===== src/rtl/pipeline_sequencer.sv =====
// Pipeline sequencer: per-stage enables, flushes and valid tracking for an
// in-order pipeline, with run / single-step / drain / halt control and counters.
module pipeline_sequencer #(
    parameter int unsigned NUM_STAGES = 5,
    parameter int unsigned CNT_WIDTH  = 32
) (
    input  logic                  i_clk,
    input  logic                  i_rst_n,
    input  logic                  i_start,
    input  logic                  i_clear,
    input  logic                  i_mode,
    input  logic                  i_step,
    input  logic                  i_halt_ext,
    input  logic                  i_load_use,
    input  logic                  i_flush_if,
    input  logic                  i_halt_instr,
    output logic [NUM_STAGES-1:0] o_stage_en,
    output logic [NUM_STAGES-1:0] o_stage_flush,
    output logic [NUM_STAGES-1:0] o_valid,
    output logic [2:0]            o_state,
    output logic                  o_drained,
    output logic [CNT_WIDTH-1:0]  o_cycle_cnt,
    output logic [CNT_WIDTH-1:0]  o_retired
);

    typedef enum logic [2:0] {
        ST_IDLE   = 3'd0,
        ST_RUN    = 3'd1,
        ST_STEP   = 3'd2,
        ST_DRAIN  = 3'd3,
        ST_HALTED = 3'd4
    } state_e;

    state_e                  state_q, state_d;
    logic [NUM_STAGES-1:0]   valid_q, valid_d;
    logic [CNT_WIDTH-1:0]    cycle_q, cycle_d;
    logic [CNT_WIDTH-1:0]    retired_q, retired_d;

    logic adv;
    logic halt_tr;
    logic run_like;
    logic step_like;
    logic issuing;

    // Advance qualification, enables, flushes and next-state logic.
    always_comb begin
        run_like      = (state_q == ST_RUN)  || (state_q == ST_DRAIN);
        step_like     = (state_q == ST_STEP) || (state_q == ST_DRAIN);
        issuing       = (state_q == ST_RUN)  || (state_q == ST_STEP);
        adv           = ~i_halt_ext & ((run_like & ~i_mode) | (step_like & i_mode & i_step));
        halt_tr       = issuing & adv & i_halt_instr & ~i_load_use;

        o_stage_en    = {NUM_STAGES{adv}};
        o_stage_en[0] = adv & ~i_load_use;
        o_stage_en[1] = adv & ~i_load_use;

        o_stage_flush    = '0;
        o_stage_flush[1] = adv & i_flush_if & ~i_load_use;
        o_stage_flush[2] = adv & i_load_use;

        valid_d   = valid_q;
        cycle_d   = cycle_q;
        retired_d = retired_q;
        state_d   = state_q;

        if (adv) begin
            // Fetch stops on the halt edge so only HALT and older instructions drain.
            valid_d[0] = issuing & ~halt_tr;
            if (!i_load_use) begin
                valid_d[1] = (i_flush_if | halt_tr) ? 1'b0 : valid_q[0];
            end
            valid_d[2] = i_load_use ? 1'b0 : valid_q[1];
            for (int unsigned k = 3; k < NUM_STAGES; k++) begin
                valid_d[k] = valid_q[k-1];
            end
            cycle_d   = cycle_q + CNT_WIDTH'(1);
            retired_d = retired_q + CNT_WIDTH'(valid_q[NUM_STAGES-1]);
        end

        if (!i_halt_ext) begin
            case (state_q)
                ST_IDLE: begin
                    if (i_start) state_d = i_mode ? ST_STEP : ST_RUN;
                end
                ST_RUN, ST_STEP: begin
                    if (halt_tr) state_d = ST_DRAIN;
                    else         state_d = i_mode ? ST_STEP : ST_RUN;
                end
                ST_DRAIN: begin
                    if (valid_q == '0) state_d = ST_HALTED;
                end
                ST_HALTED: begin
                    if (i_clear) begin
                        state_d   = ST_IDLE;
                        cycle_d   = '0;
                        retired_d = '0;
                    end
                end
                default: state_d = ST_IDLE;
            endcase
        end
    end

    always_ff @(posedge i_clk or negedge i_rst_n) begin
        if (!i_rst_n) begin
            state_q   <= ST_IDLE;
            valid_q   <= '0;
            cycle_q   <= '0;
            retired_q <= '0;
        end else begin
            state_q   <= state_d;
            valid_q   <= valid_d;
            cycle_q   <= cycle_d;
            retired_q <= retired_d;
        end
    end

    assign o_valid     = valid_q;
    assign o_state     = state_q;
    assign o_drained   = ~|valid_q;
    assign o_cycle_cnt = cycle_q;
    assign o_retired   = retired_q;

endmodule


===== config.mk =====
export PLATFORM = sky130hd
export DESIGN_NAME = pipeline_sequencer
export DESIGN_NICKNAME = d
export VERILOG_FILES = /design/src/rtl/pipeline_sequencer.sv
export SDC_FILE = /design/constraint.sdc
export NUM_CORES = 1
export LEC_CHECK = 0
export CORE_UTILIZATION = 30
export CTS_CLUSTER_SIZE = 20
export DETAILED_ROUTE_END_ITERATION = 8
export GPL_TIMING_DRIVEN = 0
export PLACE_DENSITY = 0.6
export SLEW_MARGIN = 30
export SYNTH_ARGS = -nofsm -noshare
export SYNTH_HDL_FRONTEND = slang
export SYNTH_SLANG_ARGS = --single-unit

===== constraint.sdc =====
create_clock -name i_clk -period 5.15 [get_ports i_clk]
set_clock_uncertainty 0.1 [all_clocks]
set_input_delay 1.545 -clock i_clk [delete_from_list [all_inputs] [get_ports i_clk]]
set_output_delay 1.545 -clock i_clk [all_outputs]
set_load 0.02 [all_outputs]

# == Word-level counts from Yosys, hierarchy flattened ==
# Index checks and enable logic that the tools add are counted.
# totals
register_bits,72
input_bits,10
output_inout_bits,83
wordCells,58
# op_classes
n_addsub,2
eq_ne,7
n_mux,16
bitwise,18
n_reduce_logical,10
# ops
cell,n
32-bit two-way mux,8
32-bit by 1-bit adder with 32-bit output,1
"32-bit by 1-bit adder with 32-bit output, second input constant",1
1-bit AND,12
3-bit one-hot mux with 4 select lines,1
3-bit two-way mux,3
"3-bit by 2-bit equality test with 1-bit output, second input constant",2
5-bit zero test,1
5-bit OR reduction,1
2-bit two-way mux,2
"2-bit != test, second input constant",2
1-bit inverter,4
4-bit AND reduction,1
"3-bit by 1-bit equality test with 1-bit output, second input constant",1
"3-bit equality test, second input constant",1
3-bit zero test,1
1-bit logical OR,3
1-bit two-way mux,2
"2-bit by 1-bit != test with 1-bit output, second input constant",1
1-bit OR,2
2-bit AND reduction,1
2-bit OR reduction,1
1-bit zero test,1

# == Logic depth before layout (Yosys ltp) ==
# Gate-level depths: netlist of the first run.
# depth
ltp_word,11
depth_mapped,9
ltp_nobuf,7

# == Worst setup path after synthesis of the first run ==
# No wires, ideal clock.
# synth_timing
path_type,input port to output port
start,in i_halt_ext
end,out o_stage_flush[1]
t_arrival_ps,3008
t_required_ps,3505
path_slack_ps,497
path_stages,6
n_path_buf,2
cell_sequence,or2_4 > a21o_1 > clkbuf_1 > buf_2 > nor2_1 > and2_1
# synth_between
elab_chain_cells,4
# synth_rtl
item,line,source
start: declaration,13,"input logic i_halt_ext,"
1-bit inverter (no line),n/a,
1-bit AND,50,adv = ~i_halt_ext & ((run_like & ~i_mode) | (step_like & i_mode & i_step));
1-bit AND (2 in series),58,o_stage_flush[1] = adv & i_flush_if & ~i_load_use;
end: declaration,18,"output logic [NUM_STAGES-1:0] o_stage_flush,"
# No other way between the ends.

# == Final worst setup path of the first run ==
# layout_timing
start,in i_halt_ext
end,out o_stage_en[1]
# layout_between
elab_chain_cells,3
# layout_rtl
item,line,source
1-bit inverter (no line),n/a,
1-bit AND,50,
1-bit AND,55,o_stage_en[1] = adv & ~i_load_use;
end: declaration,17,"output logic [NUM_STAGES-1:0] o_stage_en,"
# No other way between the ends.

==> results.txt, run 1 <==
----------------------------------------------------
[Status]
  Status ... finished, final reports clean

[Floorplan]
  Standard-cell row count ... 41
  Initial Utilization ... 30.7%
  Die Height ... 115 um
  Top-level I/O count ... 93
  Die width ... 115 um
  Die footprint ... 13300 sq um
  Core region area ... 12600 sq um

[Placement]
  Number of input and output port buffers inserted ... 89
  GPL Wtd Cong ... 0.830
  Post-detail-place hpwl ... 7730 um
  Placed Cells incl. Taps ... 692

[Yosys]
  Adder and majority cell fraction of the synthesized area ... 0.974%
  Yosys cell types ... 39
  XOR/XNOR Fraction of Synth Area ... 9.09%
  Post-Synth Simple-Gate Area ... 29.1%
  Synth Cell Area ... 3850 sq um
  Main combinational cell family by area after synthesis ... simple AND/OR/NAND/NOR gates
  Synthesis warning total ... 0
  Number of instances in the synthesized netlist ... 428
  Post-synthesis register bit count ... 72
  Share of the yosys chip area belonging to registers ... 46.8%
  Compound-cell area share of the yosys netlist ... 8.96%
  Portion of netlist area occupied by mux cells ... 0.292%
  Mean area per synthesized cell ... 9.00 sq um

[Route]
  Met3 WL ... 569 um
  Length of routed met2 wiring ... 5100 um
  Met1 WL ... 4740 um
  Avg WL per Cell ... 14.9 um
  Total wire length ... 10500 um
  Detailed router's first-iteration violation count ... 170
  Total via count in the routed design ... 3564
  Number of vias per cell ... 5.05
  Uppermost signal routing layer after detailed routing ... met4
  Count of unresolved DRC violations after routing ... 0
  Drt first pass iters ... 4
  Number of routed nets with antenna violations ... 0

[Clocking]
  Clock H-tree levels ... 3
  Buffers from clock root to sink, at most ... 2
  TritonCTS clock tree ... done
  TritonCTS sink count ... 72
  Source-to-sink clock delay at the later pin of the worst-skew pair ... 330 ps
  Root Driver ... clkbuf_16
  Total CTS buffers ... 9
  Buffer count from post-CTS setup fixing ... 0
  Clock transition at the register clock pins on the worst setup and hold paths after CTS ... 60 ps

[Critical path]
  Cell depth of the worst flop-to-flop path ... 7
  Classification of the worst setup path ... input port to output port
  Worst-path fanout max ... 13
  Critical path endpoint category ... output port
  Data arrival time of the critical path ... 3410 ps
  Startpoint type of the worst setup path ... input port
  Critical Path RT ... 3510 ps

[Finish]
  Fraction of final layout cells with drive strength greater than 1 ... 8.80%
  Multi-input logic area ... 1900 sq um
  Flip-flop and latch area ... 1800 sq um
  Antenna cells ... 0
  Fin cells ... 706
  Post-Route Utilization ... 42.2%
  Filler Cell Count ... 1258
  Nets@finish ... 542
  Layout overhead on the synthesized area ... 37.7%

[Timing]
  Slew @ Worst Pin ... 814 ps
  Minimum period implied by the final worst setup slack ... 5060 ps
  Number of hold violations in the final report ... 0
  RSZ-0062 raised after global routing ... false
  Fraction of the cycle the final worst path needs ... 98.2%
  Final count of negative-setup-slack endpoints ... 0
  Highest clock rate ... 198 MHz
  Max-slew violation total from the final report ... 0
  Worst slew slack as a fraction of its limit ... 45.3%

[GRT]
  Maximum number of pins on one net before global-route repair ... 43
  Number of global-route vias before repair ... 3478
  Antenna violations before repair ... 0
  Total global-route track usage ... 17.1%
  First-pass GRT wire length ... 17800 um
  Overflow left after global routing ... 0

[Min path]
  Worst hold stages ... 2
  Min-delay worst type ... flip-flop to flip-flop

[Power and ir drop]
  Static power due to leakage ... 0.00211 uW
  Areal power density over the cells ... 351 nW/um^2
  Max IR drop VDD ... 162 uV

[Job]
  Number of max-cap violations ... 0

----------------------------------------------------
## metrics by stage
| stage | hold WS, ps | TNS, ps | setup slack, ps | area [sq um] | power, uW |
|---|---|---|---|---|---|
| floorplan | 504 | 0 | 497 | 3860 | 994 |
| global placement | 407 | -16530 | -664 | 4970 | 1230 |
| detailed placement | 403 | -4520 | -720 | 5000 | 1240 |
| CTS | 419 | -2.82 | -2.82 | 5290 | 1880 |
| global route | 449 | 0 | 27.7 | 5310 | 1970 |
| finish | 414 | 0 | 91.2 | 5310 | 1870 |
## synth_stat cells (all sizes together)
library cell	count	share of area [%]
or4b	1	0.26
nand4	21	3.4
mux2	1	0.29
and3	7	1.1
nor2	54	5.3
a21oi	24	3.1
buf	13	2.2
and2	4	0.65
nor3	8	1.0
o21a	1	0.19
clkbuf	14	1.4
and4	3	0.68
xor2	14	3.2
nand2b	4	0.65
a21o	1	0.19
or3	15	2.4
or4	10	1.9
nor4	16	2.8
o31a	2	0.45
conb	1	0.097
nand4b	3	0.68
dfrtp	72	47
xnor2	26	5.9
a2111o	1	0.29
nand2	44	4.3
nand3	21	2.7
o31ai	8	1.6
inv	11	1.1
a31oi	3	0.49
nand3b	1	0.19
o21ai	15	1.9
ha	3	0.97
or2	4	0.71
a2111oi	1	0.71
nand4bb	1	0.29
## sequential cells by signal, indices dropped and copies added, names as in the netlist
| register | cells |
|---|---|
| o_valid | 5 |
| o_state | 3 |
| o_retired | 32 |
| o_cycle_cnt | 32 |
## report_power, final
part / internal [uW] / switching (uW)
clock network: 390 / 247
registers: 626 / 66.3
logic: 234 / 301
## final cells by class
class                   instances  share of cell area (%)
multi-input cells             320                    35.8
plain buffers                  25                    2.45
repair buffers                 90                    17.0
well taps                     172                    4.06
clock buffers                  10                    4.50
inverters                      11                   0.872
flip-flops and latches         72                    34.0
clock inverters                 6                    1.27
## cell families (layout without fill, tap and decap cells)
kind of cell,after synthesis,in the layout
AND/OR/NAND/NOR,217,217
XOR/XNOR,40,40
multiplexers,1,1
buffers and inverters,38,142
other,1,3
AO/OA/AOI/OAI,56,56
flip-flops,72,72
adder cells (fa/ha/maj),3,3
## critical path, cell delays in order
cell and delay, ps:
clkdlybuf4s50_1 470, or2_4 310, a21o_4 260, buf_2 220, nor2_2 150, buf_4 120, dlygate4sd2_1 330
## placed cells by master (no fill, tap or decap), types with 4 or more instances in the layout
cell | netlist | routed
clkdlybuf4s50_1 | 0 | 81
dfrtp_1 | 72 | 72
nor2_1 | 54 | 53
nand2_1 | 44 | 44
xnor2_1 | 26 | 26
a21oi_1 | 24 | 24
nand4_1 | 21 | 21
nand3_1 | 21 | 20
or3_1 | 15 | 15
o21ai_0 | 15 | 15
nor4_1 | 15 | 14
xor2_1 | 14 | 14
buf_4 | 8 | 12
clkbuf_1 | 13 | 12
inv_1 | 11 | 10
or4_1 | 10 | 10
clkbuf_16 | 0 | 9
nor3_1 | 8 | 8
o31ai_1 | 8 | 8
and3_1 | 7 | 7
buf_2 | 5 | 4
and2_1 | 4 | 4
## layer usage
metal / up-vias / track usage, %
met1: 1753 / 22.5
met3: 9 / 3.95
met2: 91 / 28.1
met5: - / 0
li1: 1711 / -
met4: 0 / 4.76
## final timing paths
path	from	endpoint	slack [ps]
setup / recovery	i_halt_ext	o_stage_en[1]	90
hold / removal	o_valid[2]$_DFFE_PN0N_	o_valid[3]$_DFFE_PN0N_	410
setup reg to reg	o_state[2]$_DFFE_PN0P_	o_cycle_cnt[31]$_DFF_PN0_	2650
hold reg to reg	o_valid[2]$_DFFE_PN0N_	o_valid[3]$_DFFE_PN0N_	410
max in group asynchronous	i_rst_n	o_cycle_cnt[5]$_DFF_PN0_	3330
min in group asynchronous	i_rst_n	o_cycle_cnt[29]$_DFF_PN0_	1050
## what timing repair did
action | in CTS | in global routing
hold buffers | 0 | 0
resized for setup | 12 | 4
endpoints found under the hold margin | 0 | 0
pin swaps | 0 | 0
setup endpoints to repair | 7 | 2
(Power assumes the default switching activity.)
==> run 2, diff against run 1 <==
--- a/config.mk
+++ b/config.mk
@@ -5,11 +5,13 @@
 export SDC_FILE = /design/constraint.sdc
 export NUM_CORES = 1
 export LEC_CHECK = 0
+export ABC_AREA = 1
+export CORE_MARGIN = 4
 export CORE_UTILIZATION = 30
 export CTS_CLUSTER_SIZE = 20
 export DETAILED_ROUTE_END_ITERATION = 8
 export GPL_TIMING_DRIVEN = 0
-export PLACE_DENSITY = 0.6
+export PLACE_DENSITY = 0.58
 export SLEW_MARGIN = 30
 export SYNTH_ARGS = -nofsm -noshare
 export SYNTH_HDL_FRONTEND = slang
==> results.txt, run 2 <==
----------------------------------------------------
[Yosys]
  Post-synth ARST share ... 100%
  Yosys top cell area share ... 37.0%
  Largest area contributor in the netlist ... dfrtp_1
  Cells taking the most area after synthesis ... dfrtp_1, nand2_1, nor2_1
  Yosys cell types ... 36
  Synthesis warning total ... 0
  Number of enable flip-flop cells after synthesis ... 0
  Most frequently used cell type in the post-synthesis netlist ... nand2_1
  Number of instances in the synthesized netlist ... 735
  Post-synthesis register bit count ... 72
  Mean area per synthesized cell ... 6.62 sq um
  Commonest cells in the netlist ... nand2_1, nor2_1, inv_1
  Share of the yosys chip area belonging to registers ... 37.0%
  Synth Cell Area ... 4870 sq um
  Top FF cell, synth ... dfrtp_1

[Finish]
  Multi-input logic area ... 2590 sq um
  Antenna cells ... 0
  Top library cells by usage in the layout, fill and taps aside ... nand2_1, nor2_1, clkdlybuf4s50_1
  Flip-flop and latch area ... 1800 sq um
  Post-Route Utilization ... 40.1%
  Fraction of final layout cells with drive strength greater than 1 ... 7.73%
  Nets@finish ... 850
  Layout overhead on the synthesized area ... 31.1%
  Leading cell type in the layout, fill and taps excluded ... nand2_1
  Filler Cell Count ... 1716

[Power and ir drop]
  Post-route total power ... 2380 uW
  Areal power density over the cells ... 373 nW/um^2
  Max IR drop VDD ... 281 uV
  Static power due to leakage ... 0.00294 uW

[Floorplan]
  Die Height ... 135 um
  Core region area ... 15900 sq um
  Die width ... 135 um
  Standard-cell row count ... 46
  Top-level I/O count ... 93
  Die footprint ... 18300 sq um
  Initial Utilization ... 30.6%

[Clocking]
  Buffers from clock root to sink, at most ... 2
  Source-to-sink clock delay at the later pin of the worst-skew pair ... 350 ps
  Clock H-tree levels ... 3
  Clock transition at the register clock pins on the worst setup and hold paths after CTS ... 60 ps
  TritonCTS clock tree ... done
  Total CTS buffers ... 9
  Root Driver ... clkbuf_16
  CTS hold repair buffers ... 0
  TritonCTS sink count ... 72

[Route]
  Uppermost signal routing layer after detailed routing ... met4
  Total wire length ... 15300 um
  Length of routed met2 wiring ... 7210 um
  Drt first pass iters ... 4
  Count of unresolved DRC violations after routing ... 0
  Met3 WL ... 761 um
  Number of vias per cell ... 4.67
  Total via count in the routed design ... 4940
  Number of routed nets with antenna violations ... 0
  Avg WL per Cell ... 14.5 um
  Detailed router's first-iteration violation count ... 315
  Met1 WL ... 6980 um

[Timing]
  Number of hold violations in the final report ... 0
  Final count of negative-setup-slack endpoints ... 0
  Fraction of the cycle the final worst path needs ... 97.3%
  Minimum period implied by the final worst setup slack ... 5010 ps
  Max-slew violation total from the final report ... 0
  Worst slew slack as a fraction of its limit ... 55.6%
  Highest clock rate ... 200 MHz
  Setup Total Neg Slack ... 0 ps
  Slew @ Worst Pin ... 667 ps
  RSZ-0062 raised after global routing ... false

[Min path]
  Min-delay worst type ... flip-flop to flip-flop

[GRT]
  Overflow left after global routing ... 0
  Maximum number of pins on one net before global-route repair ... 48
  Number of global-route vias before repair ... 4843
  First-pass GRT wire length ... 24900 um
  Antenna violations before repair ... 0
  Total global-route track usage ... 17.3%

[Placement]
  GPL Wtd Cong ... 0.957
  Post-detail-place hpwl ... 11700 um
  Number of input and output port buffers inserted ... 89

[Critical path]
  Critical path endpoint category ... output port
  Worst-path fanout max ... 16
  Data arrival time of the critical path ... 3370 ps
  Critical Path RT ... 3510 ps
  Classification of the worst setup path ... input port to output port
  R2R setup slack ... 2970 ps
  Startpoint type of the worst setup path ... input port

[Job]
  Number of max-cap violations ... 0

[Status]
  Status ... finished, final reports clean

----------------------------------------------------
==> run 2: path summary, 6_finish.rpt <==
path	start	cells past startpoint	end
min	o_valid[3]$_DFFE_PN0N_	2	o_valid[4]$_DFFE_PN0N_
max in group asynchronous	i_rst_n	2	o_cycle_cnt[23]$_DFF_PN0_
min reg2reg	o_valid[3]$_DFFE_PN0N_	2	o_valid[4]$_DFFE_PN0N_
max reg2reg	o_valid[4]$_DFFE_PN0N_	11	o_retired[30]$_DFF_PN0_
min in group asynchronous	i_rst_n	1	o_retired[19]$_DFF_PN0_
max	i_mode	9	o_stage_en[4]
==> run 2: power by group <==
part           internal (uW)  switching, uW
clock                    447            250
sequential               673            146
combinational            351            513
==> run 2: layout make-up <==
cell class                 count  share of cell area [%]
sequential                    72                    28.3
tap                          216                    4.24
multi-input combinational    554                    40.7
clock inverter                 3                    1.02
inverter                      88                    5.22
timing repair buffer          90                    14.3
clock buffer                  12                    4.02
buffer                        22                    2.26
==> run 2: through the flow <==
step | cell area [sq um] | std cells | hold WS (ps) | setup WS (ps)
2_1_floorplan | 4870 | 737 | 519 | 838
3_3_place_gp | 6030 | 1042 | 408 | -298
3_5_place_dp | 6060 | 1043 | 414 | -165
4_1_cts | 6370 | 1057 | 429 | 5.54
5_1_grt | 6380 | 1057 | 472 | 40.5
6_report | 6380 | 1057 | 435 | 140
==> run 2: worst max-delay path, stage by stage <==
cell             delay [ps]
clkdlybuf4s50_1         490
nand2_1                  60
inv_1                    50
nand2_1                  50
nand2_2                 120
nand2_4                 120
inv_4                   190
buf_4                   140
clkdlybuf4s50_1         590
==> run 2: kinds of logic (layout without fill, tap and decap cells) <==
| group | count (synthesis) | after routing | share of synthesized area, % |
|---|---|---|---|
| buf+inv | 111 | 215 | 9.85 |
| other cells | 1 | 3 | 0.0771 |
| fa+ha+maj | 3 | 3 | 0.771 |
| simple gates | 456 | 456 | 40.6 |
| flops | 72 | 72 | 37.0 |
| xor+xnor | 12 | 12 | 2.16 |
| compound gates | 80 | 80 | 9.51 |
==> run 2: routing by layer <==
metal	vias to the layer above	track usage, %
li1	2525	-
met1	2285	22.4
met2	107	28.6
met3	23	4.35
met4	0	5.26
met5	-	0
==> run 2: what timing repair did <==
action / CTS / global route
setup buffers: 0 / 0
setup endpoints to repair: 6 / 4
resized for setup: 4 / 3
cloned: 0 / 0
